===== src/rtl/idma_axis_framer_pkg.sv =====
// Shared types and helpers for the iDMA AXI-Stream TLAST framer.
package idma_axis_framer_pkg;

    typedef enum logic [0:0] {
        IDLE   = 1'b0,
        ACTIVE = 1'b1
    } state_e;

    // Widest keep mask the popcount helper handles (DataWidth up to 1024).
    localparam int unsigned MaxStrbWidth = 128;
    localparam int unsigned PopcntWidth  = $clog2(MaxStrbWidth) + 1;

    // Number of valid bytes in a keep mask; callers zero-extend narrower masks.
    function automatic logic [PopcntWidth-1:0] keep_popcount(input logic [MaxStrbWidth-1:0] strb);
        logic [PopcntWidth-1:0] cnt;
        cnt = '0;
        for (int i = 0; i < MaxStrbWidth; i++) begin
            cnt = cnt + PopcntWidth'(strb[i]);
        end
        return cnt;
    endfunction

endpackage


===== src/rtl/idma_axis_tlast_framer_out_reg.sv =====
// One-deep registered output stage: accepts a new word whenever it is empty or
// its current word is being taken downstream in the same cycle.
module idma_axis_tlast_framer_out_reg #(
    parameter int unsigned Width = 8
) (
    input  logic             clk_i,
    input  logic             rst_ni,
    input  logic             in_valid_i,
    output logic             in_ready_o,
    input  logic [Width-1:0] in_data_i,
    output logic             out_valid_o,
    input  logic             out_ready_i,
    output logic [Width-1:0] out_data_o
);

    logic             valid_q;
    logic [Width-1:0] data_q;

    assign in_ready_o  = ~valid_q | out_ready_i;
    assign out_valid_o = valid_q;
    assign out_data_o  = data_q;

    // Hold the word until downstream takes it; reload on every accepted input.
    always_ff @(posedge clk_i or negedge rst_ni) begin
        if (!rst_ni) begin
            valid_q <= 1'b0;
            data_q  <= '0;
        end else begin
            if (in_ready_o) begin
                valid_q <= in_valid_i;
            end
            if (in_valid_i && in_ready_o) begin
                data_q <= in_data_i;
            end
        end
    end

endmodule


===== src/rtl/idma_axis_tlast_framer.sv =====
// Regenerates TLAST on the AXI-Stream write port of iDMA from the per-transfer
// byte lengths seen on the frontend->backend request handshake.
//
//  state   | meaning
//  --------+-----------------------------------------------------------
//  IDLE    | no transfer loaded; input stalled, queued lengths consumed
//  ACTIVE  | rem_q bytes left in the current transfer; beats forwarded
module idma_axis_tlast_framer
    import idma_axis_framer_pkg::*;
#(
    parameter int unsigned DataWidth    = 64,
    parameter int unsigned StrbWidth    = DataWidth / 8,
    parameter int unsigned TFLenWidth   = 24,
    parameter int unsigned LenFifoDepth = 4
) (
    input  logic                  clk_i,
    input  logic                  rst_ni,
    input  logic [TFLenWidth-1:0] len_i,
    input  logic                  len_valid_i,
    output logic                  len_ready_o,
    input  logic [DataWidth-1:0]  s_tdata_i,
    input  logic [StrbWidth-1:0]  s_tkeep_i,
    input  logic                  s_tvalid_i,
    output logic                  s_tready_o,
    output logic [DataWidth-1:0]  m_tdata_o,
    output logic [StrbWidth-1:0]  m_tkeep_o,
    output logic                  m_tlast_o,
    output logic                  m_tvalid_o,
    input  logic                  m_tready_i,
    output logic                  busy_o,
    output logic                  err_o
);

    localparam int unsigned PtrW  = $clog2(LenFifoDepth);
    localparam int unsigned CntW  = $clog2(StrbWidth) + 1;
    localparam int unsigned BeatW = DataWidth + StrbWidth + 1;

    localparam logic [0:0] ST_IDLE   = IDLE;
    localparam logic [0:0] ST_ACTIVE = ACTIVE;

    // Length queue
    logic [TFLenWidth-1:0] len_mem [LenFifoDepth];
    logic [PtrW-1:0]       wr_ptr_q, rd_ptr_q;
    logic [PtrW:0]         fill_q;
    logic                  fifo_empty, fifo_full, fifo_push, fifo_pop;
    logic [TFLenWidth-1:0] fifo_head;

    // FSM / byte counter
    logic [0:0]            state_q, state_d;
    logic [TFLenWidth-1:0] rem_q, rem_d;
    logic                  err_q;
    logic                  active;
    logic                  beat_acc, beat_last, beat_err;
    logic [CntW-1:0]       beat_cnt;
    logic [TFLenWidth-1:0] beat_len;

    // Output stage
    logic                  out_in_ready;
    logic                  out_valid;
    logic [BeatW-1:0]      out_data;

    assign fifo_empty  = (fill_q == '0);
    assign fifo_full   = (fill_q == (PtrW+1)'(LenFifoDepth));
    assign fifo_push   = len_valid_i & ~fifo_full;
    assign fifo_head   = len_mem[rd_ptr_q];
    assign len_ready_o = ~fifo_full;

    assign active     = (state_q == ST_ACTIVE);
    assign s_tready_o = active & out_in_ready;
    assign beat_acc   = s_tvalid_i & s_tready_o;
    assign beat_cnt   = CntW'(keep_popcount(MaxStrbWidth'(s_tkeep_i)));
    assign beat_len   = TFLenWidth'(beat_cnt);

    // Queue storage; only the head entry is ever read, so no reset is needed.
    always_ff @(posedge clk_i) begin
        if (fifo_push) begin
            len_mem[wr_ptr_q] <= len_i;
        end
    end

    // Queue pointers and fill level; the head is only read from storage, so a
    // length pushed this cycle becomes visible next cycle.
    always_ff @(posedge clk_i or negedge rst_ni) begin
        if (!rst_ni) begin
            wr_ptr_q <= '0;
            rd_ptr_q <= '0;
            fill_q   <= '0;
        end else begin
            if (fifo_push) begin
                wr_ptr_q <= wr_ptr_q + PtrW'(1);
            end
            if (fifo_pop) begin
                rd_ptr_q <= rd_ptr_q + PtrW'(1);
            end
            case ({fifo_push, fifo_pop})
                2'b10:   fill_q <= fill_q + (PtrW+1)'(1);
                2'b01:   fill_q <= fill_q - (PtrW+1)'(1);
                default: fill_q <= fill_q;
            endcase
        end
    end

    // Next-state, remaining-byte and TLAST/overrun decisions.
    always_comb begin
        state_d   = state_q;
        rem_d     = rem_q;
        fifo_pop  = 1'b0;
        beat_last = 1'b0;
        beat_err  = 1'b0;
        case (state_q)
            ST_IDLE: begin
                if (!fifo_empty) begin
                    fifo_pop = 1'b1;
                    if (fifo_head != '0) begin
                        rem_d   = fifo_head;
                        state_d = ST_ACTIVE;
                    end
                end
            end
            default: begin
                if (beat_acc) begin
                    if (beat_len < rem_q) begin
                        // keep==0 beats land here too and leave rem unchanged
                        rem_d = rem_q - beat_len;
                    end else begin
                        beat_last = 1'b1;
                        beat_err  = (beat_len > rem_q);
                        if (!fifo_empty && (fifo_head != '0)) begin
                            // chain straight into the next transfer, no bubble
                            fifo_pop = 1'b1;
                            rem_d    = fifo_head;
                        end else begin
                            rem_d   = '0;
                            state_d = ST_IDLE;
                        end
                    end
                end
            end
        endcase
    end

    // FSM state, byte counter and the registered overrun pulse.
    always_ff @(posedge clk_i or negedge rst_ni) begin
        if (!rst_ni) begin
            state_q <= ST_IDLE;
            rem_q   <= '0;
            err_q   <= 1'b0;
        end else begin
            state_q <= state_d;
            rem_q   <= rem_d;
            err_q   <= beat_err;
        end
    end

    idma_axis_tlast_framer_out_reg #(
        .Width (BeatW)
    ) i_out_reg (
        .clk_i       (clk_i),
        .rst_ni      (rst_ni),
        .in_valid_i  (s_tvalid_i & active),
        .in_ready_o  (out_in_ready),
        .in_data_i   ({s_tdata_i, s_tkeep_i, beat_last}),
        .out_valid_o (out_valid),
        .out_ready_i (m_tready_i),
        .out_data_o  (out_data)
    );

    assign {m_tdata_o, m_tkeep_o, m_tlast_o} = out_data;
    assign m_tvalid_o = out_valid;
    assign err_o      = err_q;
    assign busy_o     = ~fifo_empty | active | out_valid;

endmodule


===== config.mk =====
export PLATFORM = sky130hd
export DESIGN_NAME = idma_axis_tlast_framer
export DESIGN_NICKNAME = d
export VERILOG_FILES = /design/src/rtl/idma_axis_framer_pkg.sv /design/src/rtl/idma_axis_tlast_framer_out_reg.sv /design/src/rtl/idma_axis_tlast_framer.sv
export SDC_FILE = /design/constraint.sdc
export NUM_CORES = 1
export LEC_CHECK = 0
export CORE_MARGIN = 4
export CORE_UTILIZATION = 40
export DETAILED_ROUTE_END_ITERATION = 7
export PLACE_DENSITY = 0.65
export SLEW_MARGIN = 20
export SYNTH_ARGS = -nofsm -noshare
export SYNTH_HDL_FRONTEND = slang
export SYNTH_SLANG_ARGS = --single-unit

===== constraint.sdc =====
create_clock -name clk_i -period 8.8 [get_ports clk_i]
set_clock_uncertainty 0.05 [all_clocks]
set_input_delay 1.76 -clock clk_i [delete_from_list [all_inputs] [get_ports clk_i]]
set_output_delay 1.76 -clock clk_i [all_outputs]
set_load 0.03 [all_outputs]

# Yosys cells after proc, flatten, opt, wreduce, memory -nomap -nowiden
# Memory sizes are Yosys's and may differ from the RTL's.
# Cells that the tools add are included.
[word_totals]
mem_bits_rw = 96
ff_bits = 107
input_bits = 101
memories = 1
[memory_table]
columns = ["memory", "words", "word_bits", "rd", "rd_ports_with_merged_regs", "wr", "line_no", "text"]
rows = [
  ["len_mem", 4, 24, 1, 0, 1, "idma_axis_tlast_framer.sv:42", "logic [TFLenWidth-1:0] len_mem [LenFifoDepth];"],
]
[classes]
bitwise = 10
n_mux = 25
n_eq_ne = 5
addsub = 12
reduce_logical = 8
order_cmp = 2
[op_table]
columns = ["op", "count"]
rows = [
  ["$mux W24", 6],
  ["$gt A4 B24 Y1", 1],
  ["$lt A4 B24 Y1", 1],
  ["$reduce_bool A24 Y1", 1],
  ["$sub A24 B4 Y24", 1],
  ["$mux W1", 18],
  ["$add A4 B1 Y4", 4],
  ["$pmux W3 S2", 1],
  ["$add A2 B1 Y2 const B", 2],
  ["$add A3 B1 Y4", 1],
  ["$and A1 B1 Y1", 4],
  ["$ne A2 B1 Y1 const B", 2],
  ["$reduce_bool A2 Y1", 2],
  ["$add A2 B1 Y3", 1],
  ["$add A3 B1 Y3 const B", 1],
  ["$eq A3 B3 Y1 const B", 1],
  ["$logic_not A3 Y1", 1],
  ["$not A1 Y1", 3],
  ["$or A1 B1 Y1", 3],
  ["$reduce_and A3 Y1", 1],
  ["$sub A3 B1 Y3 const B", 1],
  ["$add A1 B1 Y2", 1],
  ["$eq A2 B1 Y1 const B", 1],
  ["$eq A2 B2 Y1 const B", 1],
  ["other kinds (2)", 3],
]

# Longest topological paths before layout
# Gate-level depths: netlist of the first run.
[depth]
ltp_word = 13
mapped_depth = 20
ltp_nobuf = 20

# By module
# Synthesis of the first run repeated with hierarchy kept, for this count alone.
[unflattened]
hier_cells = 565
hier_area_um2 = 9071.2
[by_module_without_submodules]
columns = ["mod", "seq_area_each_um2", "area_per_inst_um2", "n_inst", "cells_each"]
rows = [
  ["idma_axis_tlast_framer", 3708.6, 6024.5, 1, 408],
  ["idma_axis_tlast_framer_out_reg", 1851.8, 3046.7, 1, 157],
]

# Least setup slack after synthesis of the first run
# No wires, ideal clock.
[synth_timing]
kind = "input to register"
startpoint = "in s_tkeep_i[0]"
endpoint = "reg fill_q[1]"
setup_slack_ns = 1.940
cell_stages = 18
t_arrival_ns = 6.686
setup_time_ns = 0.125
path_buffers = 0
cell_sequence = "inv_1 -> fa_1 -> fa_1 -> fa_1 -> inv_1 -> ha_1 -> fa_1 -> inv_1 -> fa_1 -> a21o_1 -> a21boi_0 -> o2111ai_1 -> or2_2 -> nor2_1 -> o21a_1 -> ha_1 -> fa_1 -> mux2_2"
[synth_between]
elab_chain_len = 13
word_cells_on_any_way = 15
classes_between = "add/sub (7); order compare (1); eq/ne (2); mux (4); reduce/logical (1)"
[synth_rtl]
columns = ["item", "line_no", "text"]
rows = [
  ["from (decl)", "idma_axis_tlast_framer.sv:22", "input logic [StrbWidth-1:0] s_tkeep_i,"],
  ["$add A1 B1 Y2 (*)", "idma_axis_framer_pkg.sv:18", "cnt = cnt + PopcntWidth'(strb[i]);"],
  ["$add A2 B1 Y3 (*)", "idma_axis_framer_pkg.sv:18", ""],
  ["$add A3 B1 Y4 (*)", "idma_axis_framer_pkg.sv:18", ""],
  ["$add A4 B1 Y4 (*) (4 in a row)", "idma_axis_framer_pkg.sv:18", ""],
  ["$lt A4 B24 Y1 (*)", "idma_axis_tlast_framer.sv:122", "if (beat_len < rem_q) begin"],
  ["$mux W1 (*)", "idma_axis_tlast_framer.sv:122", ""],
  ["$mux W1 (*)", "idma_axis_tlast_framer.sv:121", "if (beat_acc) begin"],
  ["$mux W1 (*)", "idma_axis_tlast_framer.sv:110", "case (state_q)"],
  ["via fifo_pop", "idma_axis_tlast_framer.sv:45", "logic fifo_empty, fifo_full, fifo_push, fifo_pop;"],
  ["$eq A2 B1 Y1 or $eq A2 B2 Y1 (tied branches)", "idma_axis_tlast_framer.sv:95", "case ({fifo_push, fifo_pop})"],
  ["$pmux W3 S2 or $reduce_bool A2 Y1 (tied branches)", "n/a", ""],
  ["to (signal assigned)", "idma_axis_tlast_framer.sv:96", "2'b10: fill_q <= fill_q + (PtrW+1)'(1);"],
  ["to (signal assigned)", "idma_axis_tlast_framer.sv:97", "2'b01: fill_q <= fill_q - (PtrW+1)'(1);"],
  ["to (signal assigned)", "idma_axis_tlast_framer.sv:98", "default: fill_q <= fill_q;"],
  ["to (decl)", "idma_axis_tlast_framer.sv:44", "logic [PtrW:0] fill_q;"],
]
# The timed path passes the listed nets; every way through them passes the cells marked *.
# A chain may end at the register's enable or synchronous reset.

# Final worst setup path of the first run
# Ends and elaborated chain as after synthesis.

==> results of run 1 <==
[worst max path at each step]
stage | end | slack, ps
after floorplan | fill_q[1] | 1940
after global placement | fill_q[1] | 1130
after detailed placement | fill_q[1] | 1010
after CTS | fill_q[1] | 1500
after global routing | fill_q[1] | 1180
final | fill_q[1] | 1500
[final cells by class]
| class | instances | share of cell area [%] |
|---|---|---|
| Multi-Input combinational cell | 323 | 25.0 |
| Timing Repair Buffer | 186 | 16.3 |
| Inverter | 18 | 0.598 |
| Clock inverter | 8 | 0.665 |
| Clock buffer | 28 | 5.16 |
| Tap cell | 275 | 3.05 |
| Sequential cell | 203 | 49.3 |
[tightest hold or removal path, cell delays in order, from the launching register on]
cell	delay, ps
dfrtp_1	340
nand2_1	50
o21ai_0	60
[layout by cell type (no fill, tap or decap), types with 18 or more instances in the layout]
cell	instances
nand2_1	22
nor2_1	29
inv_1	18
a21oi_1	22
clkbuf_16	22
dfrtp_1	106
mux2_2	66
o21ai_0	43
clkdlybuf4s50_1	177
edfxtp_1	96
[stage by stage]
stage / power (W) / cells
finish: 0.00313 / 1041
global route: 0.00331 / 1041
global placement: 0.00229 / 1005
CTS: 0.00318 / 1041
detailed placement: 0.00232 / 1005
floorplan: 0.00196 / 570
[power breakdown]
part / switching, W / leakage, nW / total (W) / internal [W]
Clock: 0.000343 / 0.318 / 0.000838 / 0.000495
Combinational: 0.000533 / 1.76 / 0.000959 / 0.000427
Sequential: 0.000119 / 2.15 / 0.00133 / 0.00121
Total: 0.000995 / 4.23 / 0.00313 / 0.00213
[cell families (layout without fill, tap and decap cells)]
kind of cell	after synthesis	in the layout	synth area share, %
buffers and inverters	44	240	2.48
AO/OA/AOI/OAI	101	101	7.12
XOR/XNOR	9	9	0.919
multiplexers	90	90	15.3
adder cells (fa/ha/maj)	19	19	3.30
flip-flops	203	203	64.8
AND/OR/NAND/NOR	104	104	6.08
[state kept, by name, summed over array words and instances (netlist names)]
name / count
rem_q: 24
fill_q: 3
len_mem: 96
wr_ptr_q: 2
i_out_reg.out_data_o: 73
i_out_reg.out_valid_o: 1
active: 1
err_o: 1
rd_ptr_q: 2
[metal layers]
layer  vias to the layer above  GRT usage [%]
li1                       2522              -
met1                      2693           21.1
met2                       243           27.7
met3                        35           3.47
met4                         0           3.70
met5                         -              0
==> impl_results.md, run 1 <==
* Die Area at 23,800 um2
* First-pass GRT wire length at 31,100 um
* Setup slack after layout at 1500 ps
* Clock Latency Late Sink at 500 ps
* Met2 WL at 9530 um
* Worst Path Class, Setup: in -> reg
* Layout area overhead at 31.7%
* Post-synth EDFFs at 96
* Yosys top cell by area: edfxtp_1
* Worst Hold Class: reg -> reg
* Worst rel slew slack at 29.7%
* Mean Syn Cell Area at 15.0 um2
* Overall Global Routing Usage at 16.1%
* DRT met1 WL at 8180 um
* Worst hold slack at 431 ps
* Count of final setup violators at 0
* Number of global-route vias before repair at 5,792
* Clk root buf: clkbuf_16
* Final hold violation count at 0
* Hold Buf Count CTS at 0
* Worst path depth at 19
* Most common cell in the netlist: dfrtp_1
* Final Util at 53.5%
* Iter 0 DRT Violations at 308
* R2R Path End: fill_q[1]
* ANT cells at 0
* Wirelength per Cell at 18.8 um
* WP data arrival at 7630 ps
* R2R depth at 13
* Vias/cell at 5.28
* Drt pass-1 iters at 5
* Synth Net Count at 690
* Detailed Route WL at 19,600 um
* Critical Path Source Type: input port
* Crit. Startpoint: s_tkeep_i[0]
* Die width at 154 um
* DIE HEIGHT at 154 um
* Nets at 874
* Fin Setup TNS at 0 ps
* Power per standard cell area at 277 nW/um2
* Post-synth top area share at 33.6%
* Ys Warns at 0
* CTS resizes at 0
* Peak fanout along the critical path at 7
* Critical path's top delay family: adder cells
* CTS tree: built
* Postcts setup bufs at 0
* Largest cells by area after synthesis: edfxtp_1 34%, dfrtp_1 31%, mux2_2 8.7%
* DP Area at 10,600 um2
* #FFs+latches synth at 203
* Core area at 21,100 um2
* Largest net degree at the start of global routing at 87
* Leakage power at 4.23 nW
* Row Count at 53
* Fin area at 11,300 um2
* Required time of the critical path at 9130 ps
* FILL cells at 1,738
* Outcome: complete, no violations
* Slowest cell delay on critical path at 570 ps
* Hold EP: i_out_reg.out_data_o[5]
* Clock-pin slew on the worst setup and hold paths at 60 ps
* DRT antenna net count at 0
* Initial Util at 40.7%
* Register Area at 5560 um2
* Met3 WL at 1460 um
* Cell count after synthesis at 570
* Tmin final at 7300 ps
* Initial antenna violation count at 0
* Critical Path Sink Type: flop
* R2R setup slack at 5020 ps
* Actual slew at the worst max-slew pin at 1060 ps
* Critical Path Most Common Cell: fa_1
* Post-route DRC at 0
* Grt ovf at 0
* Syn Std Cell Area at 8580 um2
* Library cells used by synthesis at 50
* RSZ-0062 raised after global routing: false
* Hpwl dp at 13,700 um
* WHS Path Cells at 2
* CP Buf/Inv Count at 4
* Final weighted congestion in routability-driven placement at 0.861
* Top layer in use: met4
* Final Cycle Share at 82.9%
* Cells along the critical path: clkdlybuf4s50_1, inv_1, fa_1, fa_1, fa_1, inv_1, ha_1, fa_1, inv_1, fa_1, a21o_1, a21boi_0, o2111ai_1, or2_2, nor2_1, o21a_1, ha_1, fa_1, mux2_2
* Clock sink total at 203
* Port bufs at 178
* CTS H-tree depth at 1
* Num CTS Buffers at 22
* Max clock buf depth at 3
* Peak VDD IR at 0.156 mV
* Hold_sp: i_out_reg.out_data_o[5]
* Worst r2r src: rem_q[0]
* Async set-reset flop share out of synthesis at 52.7%
* Dpl ws at 1010 ps
* Top_reg_cell synth: dfrtp_1
* CP max-delay cell: fa_1
* FMAX at 137 MHz
* Max-cap violations at 0
* Via Count at 5,493
* Layout cell share with drive strength beyond 1 at 17.0%
* Final Slew Violations at 0
* Seq/Total Area, Yosys at 64.8%
* Multi-input gate area at 2820 um2
* Ports at 179
* Post-synth top cells: 107 x dfrtp_1, 96 x edfxtp_1, 66 x mux2_2
Note: power is estimated with default switching activity, not from simulation.
==> run 2, diff against run 1 <==
==> constraint.sdc (replaced) <==
create_clock -name clk_i -period 7.2 [get_ports clk_i]
set_clock_uncertainty 0.05 [all_clocks]
set_input_delay 1.44 -clock clk_i [delete_from_list [all_inputs] [get_ports clk_i]]
set_output_delay 1.44 -clock clk_i [all_outputs]
set_load 0.03 [all_outputs]
==> run 2 against run 1 <==
Critical endpoint unchanged. Sequential power is 23% higher. Cell area increased by 0.74%. Die area unchanged.
==> impl_results.md, run 2 (same netlist as run 1, synthesis figures left out) <==
* Ports at 179
* Fin area at 11,400 um2
* Critical Path Sink Type: flop
* Overall Global Routing Usage at 16.2%
* Power per standard cell area at 341 nW/um2
* WP data arrival at 6960 ps
* R2R setup slack at 3480 ps
* Clock Latency Late Sink at 490 ps
* Max reg flops at 96
* Postcts setup bufs at 0
* Final hold violation count at 0
* Clock sink total at 203
* Tmin final at 6650 ps
* Clk root buf: clkbuf_16
* Critical Path Source Type: input port
* Required time of the critical path at 7510 ps
* CP Buf/Inv Count at 4
* Die Area at 23,800 um2
* Wirelength per Cell at 18.6 um
* Max clock buf depth at 3
* Peak VDD IR at 0.282 mV
* Final weighted congestion in routability-driven placement at 0.875
* Layout cell share with drive strength beyond 1 at 18.3%
* Outcome: complete, no violations
* FILL cells at 1,730
* Hold EP: i_out_reg.out_data_o[0]
* Setup slack after layout at 554 ps
* Num CTS Buffers at 23
* Hold_sp: i_out_reg.out_data_o[0]
* Row Count at 53
* Initial antenna violation count at 0
* Final Util at 53.9%
* DRT antenna net count at 0
* Leakage power at 4.28 nW
* Worst Hold Class: reg -> reg
* Port bufs at 178
* R2R Path End: fill_q[2]
* CTS H-tree depth at 1
* Via Count at 5,493
* Final Cycle Share at 92.3%
* Actual slew at the worst max-slew pin at 1020 ps
* Detailed Route WL at 19,500 um
* Grt ovf at 0
* CP max-delay cell: fa_1
* R2R depth at 12
* Hold Buf Count CTS at 0
* Most frequent cells in the layout: 177 x clkdlybuf4s50_1, 106 x dfrtp_1, 96 x edfxtp_1, 66 x mux2_2, 43 x o21ai_0
* DIE HEIGHT at 154 um
* Commonest non-fill, non-tap cell in the layout: clkdlybuf4s50_1
* Top reg by flops: len_mem
* Critical path's top delay family: adder cells
* Die width at 154 um
* FMAX at 150 MHz
* Slowest cell delay on critical path at 580 ps
* Largest net degree at the start of global routing at 85
* CTS tree: built
* First-pass GRT wire length at 31,400 um
* ANT cells at 0
* Final Slew Violations at 0
* Initial Util at 40.7%
* Clock-pin slew on the worst setup and hold paths at 60 ps
* Fin Setup TNS at 0 ps
* Dpl ws at 47.2 ps
* Iter 0 DRT Violations at 262
* Critical Path Most Common Cell: fa_1
* CTS resizes at 0
* Cells along the critical path: clkdlybuf4s50_1, inv_1, fa_1, fa_1, fa_1, inv_1, ha_1, fa_1, inv_1, fa_1, a21o_1, a21boi_0, o2111ai_1, or2_2, nor2_1, o21a_1, ha_1, fa_1, mux2_2
* Number of global-route vias before repair at 5,694
* Vias/cell at 5.23
* Worst r2r src: rd_ptr_q[0]
* Hpwl dp at 13,800 um
* Peak fanout along the critical path at 3
* Layout area overhead at 32.6%
* Worst Path Class, Setup: in -> reg
* WHS Path Cells at 2
* Total power at 0.00388 W
* RSZ-0062 raised after global routing: false
* DP Area at 10,700 um2
* Nets at 880
* Core area at 21,100 um2
* Max-cap violations at 0
* Count of final setup violators at 0
* Worst rel slew slack at 31.7%
* Drt pass-1 iters at 4
* Post-route DRC at 0
## run 2: cell types whose count changed in the layout (fill, tap and decap cells not counted), sizes merged
cell,before,now
clkinvlp,1,3
buf,9,14
clkinv,6,8
clkbuf,28,29
## run 2: how the worst max path moves through the flow
stage / startpoint / slack (ps) / depth (start not counted) / endpoint
after floorplan: s_tkeep_i[0] / 660 / 18 / fill_q[1]
after global placement: s_tkeep_i[0] / 160 / 19 / fill_q[1]
after detailed placement: s_tkeep_i[0] / 50 / 19 / fill_q[1]
after CTS: s_tkeep_i[0] / 510 / 19 / fill_q[1]
after global routing: s_tkeep_i[0] / 170 / 19 / fill_q[1]
final: s_tkeep_i[0] / 550 / 19 / fill_q[1]
## run 2: tightest hold or removal path, cell delays in order, from the launching register on
cell	delay, ps
dfrtp_1	340
nand2_1	50
nand2_1	50
## run 2: area by class of cell
class | instances | area, um2 | share of cell area (%)
Inverter | 18 | 67.6 | 0.594
Clock buffer | 29 | 616 | 5.41
Timing Repair Buffer | 191 | 1880 | 16.5
Clock inverter | 12 | 88.8 | 0.781
Multi-Input combinational cell | 323 | 2820 | 24.8
Sequential cell | 203 | 5560 | 48.9
Tap cell | 275 | 344 | 3.02
## run 2: layer usage
metal	global-route usage, %	vias to the layer above	wire length (um)	part of all wire [%]
met4	4.58	0	470	2.4
met2	27.0	218	9410	48
li1	-	2532	-	-
met3	3.58	33	1520	7.8
met5	0	-	0	0
met1	21.6	2710	8140	42
## run 2: power breakdown
part | internal [W] | switching [W] | total (W)
clock network | 0.000640 | 0.000432 | 0.00107
registers | 0.00148 | 0.000142 | 0.00163
logic | 0.000527 | 0.000653 | 0.00118
total | 0.00265 | 0.00123 | 0.00388
## run 2: per-stage QoR
| step | cells | hold slack (ps) |
|---|---|---|
| after floorplan | 570 | 413 |
| after global placement | 1010 | 416 |
| after detailed placement | 1010 | 422 |
| after CTS | 1051 | 436 |
| after global routing | 1051 | 461 |
| final | 1051 | 428 |
